===== config.mk =====
export PLATFORM = sky130hd
export DESIGN_NAME = multi_lap_timer
export DESIGN_NICKNAME = d
export VERILOG_FILES = /design/src/rtl/multi_lap_timer.sv
export SDC_FILE = /design/constraint.sdc
export NUM_CORES = 1
export LEC_CHECK = 0
export CAP_MARGIN = 20
export CELL_PAD_IN_SITES_DETAIL_PLACEMENT = 1
export CELL_PAD_IN_SITES_GLOBAL_PLACEMENT = 1
export CORE_ASPECT_RATIO = 2
export CORE_UTILIZATION = 45
export CTS_CLUSTER_DIAMETER = 100
export DETAILED_ROUTE_END_ITERATION = 7
export PLACE_DENSITY_LB_ADDON = 0.1
export SLEW_MARGIN = 30
export SYNTH_ARGS = -nofsm -noshare
export SYNTH_HDL_FRONTEND = slang
export SYNTH_SLANG_ARGS = --single-unit

===== constraint.sdc =====
create_clock -name clk -period 4.2 [get_ports clk]
set_clock_uncertainty 0.2 [all_clocks]
set_input_delay 0.42 -clock clk [delete_from_list [all_inputs] [get_ports clk]]
set_output_delay 0.42 -clock clk [all_outputs]
set_load 0.02 [all_outputs]

===== src/rtl/multi_lap_timer.sv =====
// Multi-channel lap/countdown timer sharing one prescaler; each channel is an
// independent IDLE/RUN/EXPIRED machine addressed through ch_sel.
module multi_lap_timer #(
  parameter int WIDTH    = 12,
  parameter int CH       = 2,
  parameter int LAP_STEP = 30,
  parameter int PRESCALE = 100
) (
  input  logic                  clk,
  input  logic                  nrst,
  input  logic [$clog2(CH)-1:0] ch_sel,
  input  logic                  mode_down,
  input  logic                  start,
  input  logic                  stop,
  input  logic                  lap,
  input  logic                  clear,
  output logic [CH*WIDTH-1:0]   count_o,
  output logic [CH-1:0]         running,
  output logic [CH-1:0]         time_up,
  output logic [WIDTH-1:0]      lap_val,
  output logic [$clog2(CH)-1:0] lap_ch,
  output logic                  lap_valid
);

  localparam int CW = $clog2(CH);
  localparam int PW = $clog2(PRESCALE);
  localparam logic [WIDTH-1:0] MAXV = '1;
  localparam logic [WIDTH:0]   STEP = (WIDTH+1)'(LAP_STEP);

  typedef enum logic [1:0] {
    ST_IDLE = 2'd0,
    ST_RUN  = 2'd1,
    ST_EXP  = 2'd2
  } state_e;

  state_e           state_q [CH];
  state_e           state_d [CH];
  logic [WIDTH-1:0] cnt_q   [CH];
  logic [WIDTH-1:0] cnt_d   [CH];
  logic [WIDTH:0]   lap_sum [CH];
  logic [CH-1:0]    mode_q, mode_d;
  logic [CH-1:0]    sel;
  logic [PW-1:0]    psc_q, psc_d;
  logic             tick;
  logic [WIDTH-1:0] lap_val_q, lap_val_d;
  logic [CW-1:0]    lap_ch_q, lap_ch_d;
  logic             lap_valid_q, lap_valid_d;

  assign tick  = (psc_q == PW'(PRESCALE - 1));
  assign psc_d = tick ? '0 : psc_q + 1'b1;

  always_comb begin
    sel = '0;
    for (int unsigned i = 0; i < CH; i++) begin
      sel[i]     = (ch_sel == CW'(i));
      lap_sum[i] = {1'b0, cnt_q[i]} + STEP;
    end
  end

  // Command handling for the selected channel; the tick update is skipped
  // whenever stop/clear hits that channel, since those branches exit early.
  always_comb begin
    state_d     = state_q;
    cnt_d       = cnt_q;
    mode_d      = mode_q;
    lap_val_d   = lap_val_q;
    lap_ch_d    = lap_ch_q;
    lap_valid_d = 1'b0;
    for (int unsigned i = 0; i < CH; i++) begin
      if (sel[i] && clear) begin
        state_d[i] = ST_IDLE;
        cnt_d[i]   = '0;
      end else if (sel[i] && stop) begin
        if (state_q[i] == ST_RUN) state_d[i] = ST_IDLE;
      end else begin
        if (sel[i] && start) begin
          if (state_q[i] == ST_IDLE) begin
            mode_d[i] = mode_down;
            if (mode_down ? (cnt_q[i] == '0) : (cnt_q[i] == MAXV))
              state_d[i] = ST_EXP;
            else
              state_d[i] = ST_RUN;
          end
        end else if (sel[i] && lap) begin
          if (state_q[i] == ST_IDLE) begin
            cnt_d[i] = lap_sum[i][WIDTH] ? MAXV : lap_sum[i][WIDTH-1:0];
          end else if (state_q[i] == ST_RUN) begin
            lap_val_d   = cnt_q[i];
            lap_ch_d    = ch_sel;
            lap_valid_d = 1'b1;
          end
        end
        if (tick && state_q[i] == ST_RUN) begin
          if (mode_q[i]) begin
            cnt_d[i] = cnt_q[i] - 1'b1;
            if (cnt_q[i] == WIDTH'(1)) state_d[i] = ST_EXP;
          end else begin
            cnt_d[i] = cnt_q[i] + 1'b1;
            if (cnt_q[i] == MAXV - 1'b1) state_d[i] = ST_EXP;
          end
        end
      end
    end
  end

  always_ff @(posedge clk or negedge nrst) begin
    if (!nrst) begin
      for (int unsigned i = 0; i < CH; i++) begin
        state_q[i] <= ST_IDLE;
        cnt_q[i]   <= '0;
      end
      mode_q      <= '0;
      psc_q       <= '0;
      lap_val_q   <= '0;
      lap_ch_q    <= '0;
      lap_valid_q <= 1'b0;
    end else begin
      for (int unsigned i = 0; i < CH; i++) begin
        state_q[i] <= state_d[i];
        cnt_q[i]   <= cnt_d[i];
      end
      mode_q      <= mode_d;
      psc_q       <= psc_d;
      lap_val_q   <= lap_val_d;
      lap_ch_q    <= lap_ch_d;
      lap_valid_q <= lap_valid_d;
    end
  end

  always_comb begin
    count_o = '0;
    running = '0;
    time_up = '0;
    for (int unsigned i = 0; i < CH; i++) begin
      count_o[i*WIDTH +: WIDTH] = cnt_q[i];
      running[i]                = (state_q[i] == ST_RUN);
      time_up[i]                = (state_q[i] == ST_EXP);
    end
  end

  assign lap_val   = lap_val_q;
  assign lap_ch    = lap_ch_q;
  assign lap_valid = lap_valid_q;

endmodule

**Word-level counts from Yosys, hierarchy flattened**

Cells that the tools add are included.

- Eq/ne operators: 17
- Muxes and demuxes: 75
- Bitwise logic cells: 5
- Add/sub/neg operators: 7
- Reduce and logical (&&, ||, !) cells: 22

Operators by type and width:

| operator | number |
|---|---|
| 2-to-1 mux 12 bit | 28 |
| == test 12 bit (second input constant) | 4 |
| 2-to-1 mux 2 bit | 20 |
| adder 12 x 5 -> 13 bit (second input constant) | 2 |
| 2-to-1 mux 1 bit | 26 |
| adder 12 x 1 -> 12 bit (second input constant) | 2 |
| == test 12 x 1 -> 1 bit (second input constant) | 2 |
| zero test 12 bit | 2 |
| subtractor 12 x 1 -> 12 bit (second input constant) | 2 |
| AND reduction 4 bit | 4 |
| nonzero test 3 bit | 4 |
| logical AND 1 bit | 10 |
| adder 7 x 1 -> 7 bit (second input constant) | 1 |
| == test 7 bit (second input constant) | 1 |
| 2-to-1 mux 7 bit | 1 |
| != test 3 x 2 -> 1 bit (second input constant) | 2 |
| != test 3 bit (second input constant) | 2 |
| inverter 1 bit | 5 |
| == test 2 x 1 -> 1 bit (second input constant) | 2 |
| == test 2 bit (second input constant) | 2 |
| zero test 2 bit | 2 |
| != test 2 bit (second input constant) | 2 |

- Register bits: 51
- Output and inout port bits: 42
- Input bits: 8
- Word-level logic and storage cells: 136

**Depth between registers and ports, before layout**

Gate-level depths: netlist of the first run.

- Depth after elaboration: 13
- Depth in mapped cells: 9
- Depth with buffers taken out: 8

**Worst setup path before layout of the first run**

No wires, ideal clock.

- Path kind: register to register
- Start: reg cnt_q (netlist bit count_o[2])
- End: reg cnt_q (netlist bit count_o[9])
- Path buffers: 1
- Stages on the path, launching flop included: 10
- Arrival time: 2.020 ns
- Library setup time: 0.121 ns
- Slack: 1.859 ns
- Clock period less this slack: 2.341 ns
- Data required time: 3.879 ns
- Cells stage by stage: dfrtp_1 > buf_6 > inv_1 > ha_1 > nor3b_1 > nor2b_1 > xnor2_1 > a21oi_2 > a21o_1 > a22o_1

- Word-level cells in the longest chain between the ends: 8
- Elaborated cells between the ends (all ways): 11
- Classes of those cells: add/sub (3); mux (8)

Ends and longest elaborated chain:

| element | line | RTL |
|---|---|---|
| start: declaration | 38 | `logic [WIDTH-1:0] cnt_q [CH];` |
| start signal: indexed assignment | 120 | `cnt_q[i] <= cnt_d[i];` |
| adder 12 x 5 -> 13 bit | 56 | `lap_sum[i] = {1'b0, cnt_q[i]} + STEP;` |
| 2-to-1 mux 12 bit | 86 | `cnt_d[i] = lap_sum[i][WIDTH] ? MAXV : lap_sum[i][WIDTH-1:0];` |
| 2-to-1 mux 12 bit | 85 | `if (state_q[i] == ST_IDLE) begin` |
| 2-to-1 mux 12 bit | 84 | `end else if (sel[i] && lap) begin` |
| 2-to-1 mux 12 bit | 76 | `if (sel[i] && start) begin` |
| 2-to-1 mux 12 bit * | 93 | `if (tick && state_q[i] == ST_RUN) begin` |
| 2-to-1 mux 12 bit * | 73 | `end else if (sel[i] && stop) begin` |
| 2-to-1 mux 12 bit * | 70 | `if (sel[i] && clear) begin` |

Mark *: on every way between the ends. The rest lies on a longest branch, timed or not. The select of a mux whose other input is x is not followed.
A chain may end at the register's enable or synchronous reset.

**Worst setup path after layout of the first run**

- Start: reg cnt_q (netlist bit count_o[13])
- End: reg cnt_q (netlist bit count_o[19])

Same word-level chain as after synthesis.

==> results of run 1 <==
==> worst min path at each step <==
stage / from / end / slack, ns / cells after the start
after floorplan: nrst / count_o[0] / -0.08 / 0
after global placement: nrst / count_o[10] / 0.23 / 1
after detailed placement: nrst / count_o[10] / 0.24 / 1
after CTS: psc_q[0] / psc_q[0] / 0.28 / 1
after global routing: psc_q[0] / psc_q[0] / 0.30 / 1
final: psc_q[0] / psc_q[0] / 0.29 / 1
==> critical path: stages (launching register included) <==
cell and delay [ns]:
dfrtp_1 0.51, inv_1 0.18, ha_1 0.28, nor3b_1 0.76, nor2_1 0.13, xnor2_1 0.18, a21oi_1 0.11, a21o_1 0.18
a22o_1 0.17
==> kinds of logic after synthesis <==
family / count (synthesis) / synth area share (%)
AOI/OAI and AO/OA: 132 / 22.11
muxes: 11 / 2.926
adders and majority gates: 15 / 4.876
DFF: 51 / 33.16
xor gates and xnor gates: 18 / 4.096
buffers and inverters: 44 / 4.616
and+or+nand+nor: 204 / 28.22
==> cell type report <==
type | count | area (um^2)
tap | 98 | 122.6
sequential | 51 | 1276
clock buffer | 6 | 138.9
clock inverter | 1 | 5.005
multi-input combinational | 380 | 2401
inverter | 13 | 48.80
fill | 1044 | 3759
timing repair buffer | 56 | 540.5
==> power breakdown <==
group / internal, mW / switching [mW] / leakage [nW] / total (mW)
clock: 0.233 / 0.189 / 0.0727 / 0.422
combinational: 0.240 / 0.329 / 1.13 / 0.568
sequential: 0.528 / 0.103 / 0.684 / 0.632
total: 1.00 / 0.621 / 1.89 / 1.62
==> Yosys cell counts (4+ instances only) <==
cell type / n
a21o_1: 11
a21oi_1: 28
a221oi_1: 4
a22o_1: 7
a31oi_1: 8
and2_1: 4
buf_2: 4
clkbuf_1: 26
dfrtp_1: 51
ha_1: 15
inv_1: 13
mux2i_1: 9
nand2_1: 56
nand2b_1: 6
nand3_1: 19
nand4_1: 7
nor2_1: 43
nor2b_1: 9
nor3_1: 16
nor3b_1: 5
o21ai_0: 42
or3_1: 4
or4_1: 4
xnor2_1: 13
xor2_1: 5
==> metal layers <==
metal	track usage (%)	share of wire, %	vias up
met4	20.45	5.8	0
met5	0	0	-
met1	32.49	36	1948
met3	4.569	3.4	54
li1	-	-	1777
met2	58.61	55	142
==> sequential cells by signal, indices dropped and copies added (netlist names) <==
signal / cells
lap_valid: 1
count_o: 24
psc_q: 7
lap_val: 12
mode_q: 2
lap_ch: 1
state_q: 4
==> stage by stage <==
stage	hold WS, ns	utilization, %
5_1_grt	0.3012	54.67
3_5_place_dp	0.2397	52.81
4_1_cts	0.2839	54.67
2_1_floorplan	-0.07559	-
3_3_place_gp	0.2268	52.74
6_report	0.2860	54.67
==> impl_metrics.env, run 1 <==
export IMPL_timing_final_crit_share_pct=67.00
export IMPL_crit_path_max_fanout=10
export IMPL_tns_ns=0
export IMPL_drive_above_1_share_pct=5.917
export IMPL_end_kind="register"
export IMPL_crit_required_ns=4.18
export IMPL_drt_pass1_iterations=4
export IMPL_hold_viol_final=0
export IMPL_worst_slack_ns=1.386
export IMPL_synth_edf_count=0
export IMPL_drc=0
export IMPL_reg2reg_depth=8
export IMPL_min_delay_path_class="register to register"
export IMPL_synthesis_area_um2=3849
export IMPL_relSlewSlack_pct=39.29
export IMPL_crit_type="register to register"
export IMPL_core_um2=8292
export IMPL_rsz0062_at_grt="false"
export IMPL_cts_hold_buffers_added=1
export IMPL_routed_wl_um=13630
export IMPL_antenna_cells=0
export IMPL_critPathCapture="count_o[19]"
export IMPL_fin_nets=530
export IMPL_cts_root_buf="clkbuf_16"
export IMPL_postCtsSetupRepairBufs=0
export IMPL_maxCapViolCount=0
export IMPL_place_inst=597
export IMPL_start_kind="register"
export IMPL_ys_warn_count=0
export IMPL_via_per_inst=6.481
export IMPL_layout_common_cells="56 x nand2_1, 51 x dfrtp_1, 48 x clkdlybuf4s50_1"
export IMPL_path_clk_slew_ns=0.07
export IMPL_cts_buffers=5
export IMPL_ys_seq_elements=51
export IMPL_area_delta_synth_final_pct=17.78
export IMPL_final_cells=605
export IMPL_dp_hpwl_um=10250
export IMPL_syn_nets=498
export IMPL_syn_area_per_cell_um2=8.103
export IMPL_rr_startpoint="count_o[13]"
export IMPL_maxSlewViolCount=0
export IMPL_finalInstanceArea_um2=4533
export IMPL_place_area_um2=4379
export IMPL_synth_top_area_share_pct=33.16
export IMPL_cts_buffer_depth=2
export IMPL_r2r_end="count_o[19]"
export IMPL_initial_core_util_pct=46.42
export IMPL_vias=3921
export IMPL_portBuffers=49
export IMPL_status="completed"
export IMPL_cts_sinks=51
export IMPL_grt_overflow_total=0
export IMPL_wire_per_inst_um=22.53
export IMPL_period_minus_slack_ns=2.814
export IMPL_cts_tree="built"
export IMPL_grt_pass1_vias=4104
export IMPL_ys_seq_area_share_pct=33.16
export IMPL_synthCells=475
export IMPL_drt_initial_drc_count=216
export IMPL_worstSetupStartpoint="count_o[13]"
export IMPL_ios=50
export IMPL_worstSkewPairLatency_ns=0.30
export IMPL_max_freq_mhz=355.4
export IMPL_final_common_cell="nand2_1"
export IMPL_die_h_um=132.8
export IMPL_async_flop_share_pct=100.0
export IMPL_total_power_mw=1.622
export IMPL_dieWidth_um=67.40
export IMPL_ir_worst_vdd_mv=0.3137
export IMPL_powerDensity_nw_per_um2=357.9
export IMPL_finalSetupViolations=0
export IMPL_grt_max_degree=32
export IMPL_p_leak_nw=1.886
export IMPL_post_cts_resized=0
export IMPL_crit_arrival_ns=2.80
export IMPL_grt_total_usage_pct=32.36
export IMPL_synth_cell_types=69
export IMPL_synth_area_leaders="dfrtp_1 33%, nand2_1 5.5%, o21ai_0 5.5%"
export IMPL_synth_area_leader_cell="dfrtp_1"
export IMPL_h_tree_depth=2
export IMPL_antenna_left=0
export IMPL_r2r_slack_ns=1.39
export IMPL_worstMarginPinSlew_ns=0.9073
export IMPL_die_area_um2=8949
export IMPL_grt_pass1_wl_um=21450
export IMPL_antenna_found_initial=0
export IMPL_gp_congestion=0.9472
export IMPL_rows=47
export IMPL_synth_ff_type="dfrtp_1"
export IMPL_place_ws_ns=1.283
Note: power is estimated with default switching activity, not from simulation.
==> run 2, diff against run 1 <==
Settings changed: CORE_UTILIZATION 45 to 42.
Clock period 4.2 ns to 2.9 ns, I/O delays scaled along.
==> run 2 against run 1 <==
Compared with the run above:
- maximum frequency up 11%
- cell area up 4.9%
- utilization down 1.5 points
- via count up 1.2%
- highest routed layer unchanged
- total power up 58%
==> impl_metrics.env, run 2 (synthesis results as in run 1) <==
export IMPL_p_leak_nw=2.012
export IMPL_cts_sinks=51
export IMPL_initial_core_util_pct=43.00
export IMPL_max_freq_mhz=395.9
export IMPL_cts_buffer_depth=2
export IMPL_ios=50
export IMPL_place_ws_ns=0.2448
export IMPL_crit_path_max_fanout=7
export IMPL_register_area_um2=1276
export IMPL_cp_num_buf_inv=0
export IMPL_nFillCells=1124
export IMPL_core_um2=8951
export IMPL_largest_register_ffs=24
export IMPL_worst_slack_ns=0.3741
export IMPL_hold_viol_final=0
export IMPL_vias=3970
export IMPL_h_tree_depth=2
export IMPL_gp_congestion=0.9040
export IMPL_min_delay_path_class="register to register"
export IMPL_path_delay_family="simple AND/OR/NAND/NOR gates"
export IMPL_final_util_pct=53.15
export IMPL_antenna_left=0
export IMPL_worstSkewPairLatency_ns=0.30
export IMPL_antenna_found_initial=0
export IMPL_area_delta_synth_final_pct=23.60
export IMPL_cts_tree="built"
export IMPL_period_minus_slack_ns=2.526
export IMPL_layout_common_cells="56 x nand2_1, 51 x dfrtp_1, 48 x clkdlybuf4s50_1"
export IMPL_die_h_um=137.4
export IMPL_crit_arrival_ns=2.57
export IMPL_rsz0062_at_grt="false"
export IMPL_total_power_mw=2.570
export IMPL_final_common_cell="nand2_1"
export IMPL_dp_hpwl_um=10620
export IMPL_ir_worst_vdd_mv=0.4457
export IMPL_final_cells=634
export IMPL_grt_pass1_vias=4267
export IMPL_worstMarginPinSlew_ns=0.8745
export IMPL_wire_per_inst_um=21.46
export IMPL_post_cts_resized=0
export IMPL_start_kind="register"
export IMPL_path_cells="nor2b_1, nand3_1, o21ai_0, nor2_1, a221oi_1, a21o_1"
export IMPL_drt_initial_drc_count=192
export IMPL_cts_buffers=5
export IMPL_critPathMaxStageDelay_ns=0.53
export IMPL_tns_ns=0
export IMPL_slowest_stage="nor2b_1"
export IMPL_maxSlewViolCount=0
export IMPL_dieWidth_um=69.69
export IMPL_antenna_cells=0
export IMPL_rows=49
export IMPL_routed_wl_um=13610
export IMPL_timing_final_crit_share_pct=87.10
export IMPL_powerDensity_nw_per_um2=540.3
export IMPL_portBuffers=49
export IMPL_grt_overflow_total=0
export IMPL_crit_type="register to register"
export IMPL_cts_root_buf="clkbuf_16"
export IMPL_end_kind="register"
export IMPL_die_area_um2=9574
export IMPL_crit_required_ns=2.94
export IMPL_path_clk_slew_ns=0.08
export IMPL_place_inst=625
export IMPL_finalSetupViolations=0
export IMPL_grt_total_usage_pct=29.41
export IMPL_fin_nets=554
export IMPL_grt_pass1_wl_um=21910
export IMPL_via_per_inst=6.262
export IMPL_drive_above_1_share_pct=10.15
export IMPL_status="completed"
export IMPL_drc=0
export IMPL_relSlewSlack_pct=41.49
export IMPL_multi_input_area_um2=2395
export IMPL_grt_max_degree=26
export IMPL_drt_pass1_iterations=4
export IMPL_maxCapViolCount=0
-- run 2: changes by cell type in the layout (fill, tap and decap cells not counted), sizes merged --
cell    delta
clkinv     -1
buf       +24
bufinv     +2
-- run 2: through the flow --
| step | hold slack (ns) | cell area (um^2) |
|---|---|---|
| 2_1_floorplan | -0.2056 | 3849 |
| 3_3_place_gp | 0.1044 | 4558 |
| 3_5_place_dp | 0.09835 | 4558 |
| 4_1_cts | 0.2749 | 4757 |
| 5_1_grt | 0.3077 | 4757 |
| 6_report | 0.2677 | 4757 |
-- run 2: timing repair --
action                                 in CTS  in global routing
buffers inserted                            0                  0
endpoints found under the hold margin      19                  0
hold buffers                                1                  0
-- run 2: area by class of cell --
class,instances,area share [%]
repair buffers,80,15.15
clock buffers,6,2.709
well taps,102,2.683
multi-input cells,380,50.34
clock inverters,2,1.262
flip-flops and latches,51,26.83
inverters,13,1.026
-- run 2: report_power, final --
part | leakage, nW | switching, mW | internal [mW]
sequential | 0.684 | 0.115 | 0.766
clock | 0.0911 | 0.287 | 0.496
combinational | 1.24 | 0.515 | 0.392
total | 2.01 | 0.916 | 1.65
-- run 2: layer usage --
| metal | routed length [um] | share of wire, % | up-vias | GRT usage [%] |
|---|---|---|---|---|
| met4 | 871 | 6.4 | 0 | 19.89 |
| li1 | - | - | 1823 | - |
| met1 | 4898 | 36 | 2000 | 29.42 |
| met2 | 7548 | 55 | 99 | 56.63 |
| met5 | 0 | 0 | - | 0 |
| met3 | 287 | 2.1 | 48 | 2.634 |
-- run 2: path summary, 6_finish.rpt --
path                               end  depth (start not counted)  slack, ns  startpoint
setup reg to reg            count_o[5]                          6       0.37    psc_q[2]
setup / recovery            count_o[5]                          6       0.37    psc_q[2]
hold reg to reg               psc_q[0]                          1       0.27    psc_q[0]
min in group asynchronous   count_o[5]                          2       0.30        nrst
hold / removal                psc_q[0]                          1       0.27    psc_q[0]
max in group asynchronous  count_o[20]                          3       1.51        nrst
==> run 3, diff against run 2 <==
Settings changed: CTS_CLUSTER_SIZE set to 40.
==> results of run 3 <==
Same layout as run 2: the final DEF is identical, and so are final timing and power.
